<file path="src/rtl/im_loader.sv">
// im_loader: boot-time instruction-memory writer.
//
// Collects a byte stream (valid/ready) into little-endian 32-bit words and
// writes each finished word to consecutive instruction-memory addresses,
// starting at BASE_ADDR. The core is held in reset (o_cpu_hold) for the
// whole load so it never fetches a half-written program.
//
// Ports:
//   i_clk, i_reset      clock, synchronous active-high reset
//   i_start             begin a load (honoured only when idle or done)
//   i_word_count        words to load, captured with an accepted start
//   i_byte_valid/data   byte source, least-significant byte of a word first
//   o_byte_ready        loader takes a byte this cycle
//   o_we/o_wa/o_wd      instruction-memory write port (we is a 1-cycle pulse)
//   o_busy, o_cpu_hold  load in progress
//   o_done              level, from load completion until the next start
module im_loader #(
    parameter int ADDR_W    = 5,
    parameter int BASE_ADDR = 0
) (
    input  logic              i_clk,
    input  logic              i_reset,
    input  logic              i_start,
    input  logic [ADDR_W:0]   i_word_count,
    input  logic              i_byte_valid,
    input  logic [7:0]        i_byte_data,
    output logic              o_byte_ready,
    output logic              o_we,
    output logic [ADDR_W-1:0] o_wa,
    output logic [31:0]       o_wd,
    output logic              o_busy,
    output logic              o_cpu_hold,
    output logic              o_done
);

    localparam logic [ADDR_W-1:0] L_BASE = ADDR_W'(BASE_ADDR);

    typedef enum logic [1:0] {
        S_IDLE  = 2'd0,
        S_RECV  = 2'd1,
        S_WRITE = 2'd2,
        S_DONE  = 2'd3
    } state_t;

    state_t            r_state;
    state_t            w_next;
    logic [ADDR_W:0]   r_remaining;
    logic [ADDR_W-1:0] r_addr;
    logic [1:0]        r_byte_idx;
    logic [23:0]       r_buf;       // lanes 0..2; lane 3 goes straight into o_wd
    logic              r_we;
    logic              r_byte_ready;
    logic              r_busy;
    logic              r_done;
    logic [ADDR_W-1:0] r_wa;
    logic [31:0]       r_wd;

    logic w_start_ok;
    logic w_accept;
    logic w_we_n;
    logic w_ready_n;
    logic w_busy_n;
    logic w_done_n;

    assign w_start_ok = i_start && (r_state == S_IDLE || r_state == S_DONE);
    assign w_accept   = (r_state == S_RECV) && i_byte_valid;

    // State register
    always_ff @(posedge i_clk) begin
        if (i_reset) r_state <= S_IDLE;
        else         r_state <= w_next;
    end

    // Next-state logic
    always_comb begin
        w_next = r_state;
        case (r_state)
            S_IDLE, S_DONE: begin
                if (w_start_ok)
                    w_next = (i_word_count == '0) ? S_DONE : S_RECV;
            end
            S_RECV: begin
                if (w_accept && r_byte_idx == 2'd3) w_next = S_WRITE;
            end
            S_WRITE: begin
                // remaining is still the pre-decrement value here
                w_next = (r_remaining == (ADDR_W+1)'(1)) ? S_DONE : S_RECV;
            end
            default: w_next = S_IDLE;
        endcase
    end

    // Output logic: decoded from the next state so every output leaves a flop
    always_comb begin
        w_we_n    = (w_next == S_WRITE);
        w_ready_n = (w_next == S_RECV);
        w_busy_n  = (w_next == S_RECV) || (w_next == S_WRITE);
        w_done_n  = (w_next == S_DONE);
    end

    // Registered outputs and datapath
    always_ff @(posedge i_clk) begin
        if (i_reset) begin
            r_we         <= 1'b0;
            r_byte_ready <= 1'b0;
            r_busy       <= 1'b0;
            r_done       <= 1'b0;
            r_wa         <= '0;
            r_wd         <= '0;
            r_addr       <= '0;
            r_remaining  <= '0;
            r_byte_idx   <= 2'd0;
            r_buf        <= '0;
        end else begin
            r_we         <= w_we_n;
            r_byte_ready <= w_ready_n;
            r_busy       <= w_busy_n;
            r_done       <= w_done_n;

            if (w_start_ok) begin
                r_remaining <= i_word_count;
                r_addr      <= L_BASE;
                r_byte_idx  <= 2'd0;
            end

            if (w_accept) begin
                r_byte_idx <= r_byte_idx + 2'd1;
                case (r_byte_idx)
                    2'd0: r_buf[7:0]   <= i_byte_data;
                    2'd1: r_buf[15:8]  <= i_byte_data;
                    2'd2: r_buf[23:16] <= i_byte_data;
                    default: begin
                        // Last lane: present the word on the write port now
                        r_wd <= {i_byte_data, r_buf};
                        r_wa <= r_addr;
                    end
                endcase
            end

            if (r_state == S_WRITE) begin
                r_addr      <= r_addr + 1'b1;   // wraps modulo 2^ADDR_W
                r_remaining <= r_remaining - 1'b1;
                r_byte_idx  <= 2'd0;
            end
        end
    end

    assign o_we         = r_we;
    assign o_byte_ready = r_byte_ready;
    assign o_busy       = r_busy;
    assign o_cpu_hold   = r_busy;
    assign o_done       = r_done;
    assign o_wa         = r_wa;
    assign o_wd         = r_wd;

endmodule

</file>
<file path="config.mk">
export PLATFORM = sky130hd
export DESIGN_NAME = im_loader
export DESIGN_NICKNAME = d
export VERILOG_FILES = /design/src/rtl/im_loader.sv
export SDC_FILE = /design/constraint.sdc
export NUM_CORES = 1
export LEC_CHECK = 0
export BUFFER_PORTS_ARGS = -buffer_cell sky130_fd_sc_hd__buf_2
export CAP_MARGIN = 0
export CELL_PAD_IN_SITES_DETAIL_PLACEMENT = 1
export CELL_PAD_IN_SITES_GLOBAL_PLACEMENT = 1
export CORE_MARGIN = 5
export CORE_UTILIZATION = 36
export CTS_CLUSTER_SIZE = 20
export DETAILED_ROUTE_END_ITERATION = 7
export PLACE_DENSITY = 0.69
export SLEW_MARGIN = 10
export SYNTH_ARGS = -nofsm -noshare
export SYNTH_HDL_FRONTEND = slang
export SYNTH_SLANG_ARGS = --single-unit
export TNS_END_PERCENT = 10
</file>
<file path="constraint.sdc">
create_clock -name i_clk -period 1.7 [get_ports i_clk]
set_input_delay 0.17 -clock i_clk [delete_from_list [all_inputs] [get_ports i_clk]]
set_output_delay 0.17 -clock i_clk [all_outputs]
set_load 0.01 [all_outputs]
</file>
==> metrics.txt <==
status completed; mean number of vias per cell 5.03; clk slew on worst S/H paths 0.09 ns; slew margin rel. 64.3%; Die H 105 µm; Main synth FF type dfxtp_1; min-delay src i_word_count[3]; htree depth 3; CP Capture Type flip-flop; hold_buf cts 0; gpl congestion 0.807; pre-CTS WS -0.0597 ns; worst clock skew 0.0103 ns; first-pass GRT wire length 13.5 mm; Wirelength per Cell 15.0 µm; Fmax 591 MHz; utilization after layout 45.2%; Antenna Cells 0; Ys Warns 0; Final nets 458; Worst Max-Slew Pin Slew 0.535 ns; Final min period 1.69 ns; ys async rst share 0%; Mapped Cells 358; R2R cell count 7; Avg Synthesized Cell Area 9.01 µm²; total number of vias 2720; sequential-to-total area share from yosys stat 49.7%; final setup TNS 0 ns; Area after DPL 3720 µm²; dpl hpwl 5.67 mm; Syn-to-layout area delta 22.4%; first drt pass iteration count 4; mapped cell area 3220 µm²; slack of the critical path 0.00712 ns; DRT iter0 DRCs 62; VDD IR max 0.370 mV; Post-synth EDFFs 0; core area 8720 µm²; post-synthesis cell type count 39; worst hold slack 0.101 ns; gr usage total 14.9%; final std cells w/o fill 541; area share of the largest cell type after synthesis 49.7%; Max FO, Critical Path 4; PwrDens 905 nW/µm²; Initial Util 37.0%; Longest Clk Path Bufs 2; Synth Net Count 388; Worst R2R Setup Slack 0.007 ns; Setup Crit Path Kind reg2reg; Routed Antenna Nets 0; final setup vio count 0; P_leak 1.74 nW; total design power 3.57 mW; final hold vios 0; Inserted Clock Buffers 9; total grt overflow 0; CTS root buf clkbuf_8; period utilisation layout 99.6%; IO Count 60; Total Wirelength 8.11 mm; CP startpoint kind flip-flop; dominant cells by area after synthesis dfxtp_1, nand2_1, mux2i_1, a21oi_1, ha_1; initial antenna violation count 0; CTS tree done; width of the die 105 µm; largest net degree at the start of global routing 38; vias in the first global route 2837; PortBufs 59; Final Slew Violations 0; Synth area leader dfxtp_1; Seq cells post-synth 80; final std cell area, no fill 3950 µm²; Worst Hold Depth 3; Hold Path Sink r_remaining[3]$_SDFFE_PP0P_; Placed Cells incl. Taps 525; RSZ-0062 raised after global routing true; Core Rows 34; die area 10900 µm²; CP required 1.98 ns; layout cells sized above 1 25.4%; CTS sink count 80; Worst-Skew Late Latency 0.34 ns; max-cap violations 0; HP Class in2reg; critical path arrival 1.97 ns; Critical R2R Launch r_state[0]$_SDFF_PP0_; Crit Reg-Reg Endpoint o_busy$_SDFF_PP0_; DRC errors left 0
routing by layer:
metal / wire, µm / share of wire, % / global-route usage [%]
met3: 260 / 3.2 / 2.71
met5: 0 / 0 / 0
met4: 126 / 1.6 / 5.75
met1: 3740 / 46 / 18.6
met2: 3980 / 49 / 25.7
worst max path at each step:
| stage | from | endpoint | slack (ns) | depth (start not counted) |
|---|---|---|---|---|
| 6_report | r_state[0]$_SDFF_PP0_ | o_busy$_SDFF_PP0_ | 0.007 | 7 |
| 5_1_grt | r_state[0]$_SDFF_PP0_ | o_byte_ready$_SDFF_PP0_ | -0.06 | 7 |
| 4_1_cts | r_state[0]$_SDFF_PP0_ | o_byte_ready$_SDFF_PP0_ | 0.02 | 7 |
| 3_5_place_dp | r_state[0]$_SDFF_PP0_ | o_busy$_SDFF_PP0_ | -0.06 | 7 |
| 3_3_place_gp | r_state[0]$_SDFF_PP0_ | o_byte_ready$_SDFF_PP0_ | 0.02 | 7 |
| 2_1_floorplan | r_state[0]$_SDFF_PP0_ | o_byte_ready$_SDFF_PP0_ | 0.01 | 7 |
worst max-delay path, stage by stage, from the launching register on:
cell and delay (ns):
dfxtp_2 0.33, inv_1 0.06, ha_4 0.25, nor4bb_1 0.13, a22oi_1 0.29, nand3_1 0.17
ha_1 0.30, nor2_1 0.10
flip-flops by register name, summed over array words and instances (netlist names):
register      count
o_wd             32
r_buf            24
r_remaining       6
o_wa              5
r_addr            5
r_byte_idx        2
r_state           2
o_busy            1
o_byte_ready      1
o_done            1
o_we              1
layout make-up:
type                    count  area, µm²
repair buffers             82        497
fillers                  1032       4780
clock inverters             6       50.0
inverters                  10       37.5
clock buffers              10        138
flip-flops and latches     80       1610
well taps                 108        135
multi-input cells         245       1480
cells in the final DEF, fill, tap and decap left out, types with 2 or more instances in the layout:
master and n:
mux2i_1 25, buf_4 20, nand2_1 78, a32oi_1 2, clkinvlp_4 2, a31oi_1 2, ha_1 11, a211oi_1 4
buf_12 2, a211o_1 2, buf_2 59, nand3b_1 4, nand3_2 4, nor2b_1 5, o21ai_0 2, nor3_1 3
nor2_1 28, dfxtp_1 77, dfxtp_2 3, a21oi_1 46, nand3_1 3, and3_1 3, a22oi_1 3, inv_6 3
o311ai_0 2, inv_1 10, clkbuf_8 10
kinds of logic after synthesis:
logic type               after synthesis  synth area share, %
flip-flops                            80                 49.7
AO/OA/AOI/OAI                         70                 12.9
buffers and inverters                 33                 5.36
AND/OR/NAND/NOR                      138                 19.7
adder cells (fa/ha/maj)               12                 4.66
multiplexers                          25                 7.76
cells in the mapped netlist (2+ instances only):
cell       n
dfxtp_1   80
nand2_1   78
a21oi_1   46
nor2_1    28
mux2i_1   25
ha_1      12
inv_1     10
clkbuf_1   9
buf_2      6
a211oi_1   5
buf_4      5
nor2b_1    5
nand3_2    4
nand3b_1   4
a22oi_1    3
and3_1     3
buf_6      3
nand3_1    3
nor3_1     3
a211o_1    2
a311oi_1   2
a31oi_1    2
a32oi_1    2
o21ai_0    2
o311ai_0   2
power by group:
part           total, mW  leakage, nW  internal (mW)  switching (mW)
Clock               1.33       0.0899          0.589           0.741
Combinational      0.314         1.01          0.135           0.179
Sequential          1.93        0.648           1.91          0.0206
Total               3.57         1.74           2.63           0.940
timing repair:
action / CTS / global route
endpoints found under the setup margin: 4 / 13
setup buffers: 0 / 0
pin swaps: 2 / 3
resized for setup: 2 / 5
Power figures use the tool's default switching activity.
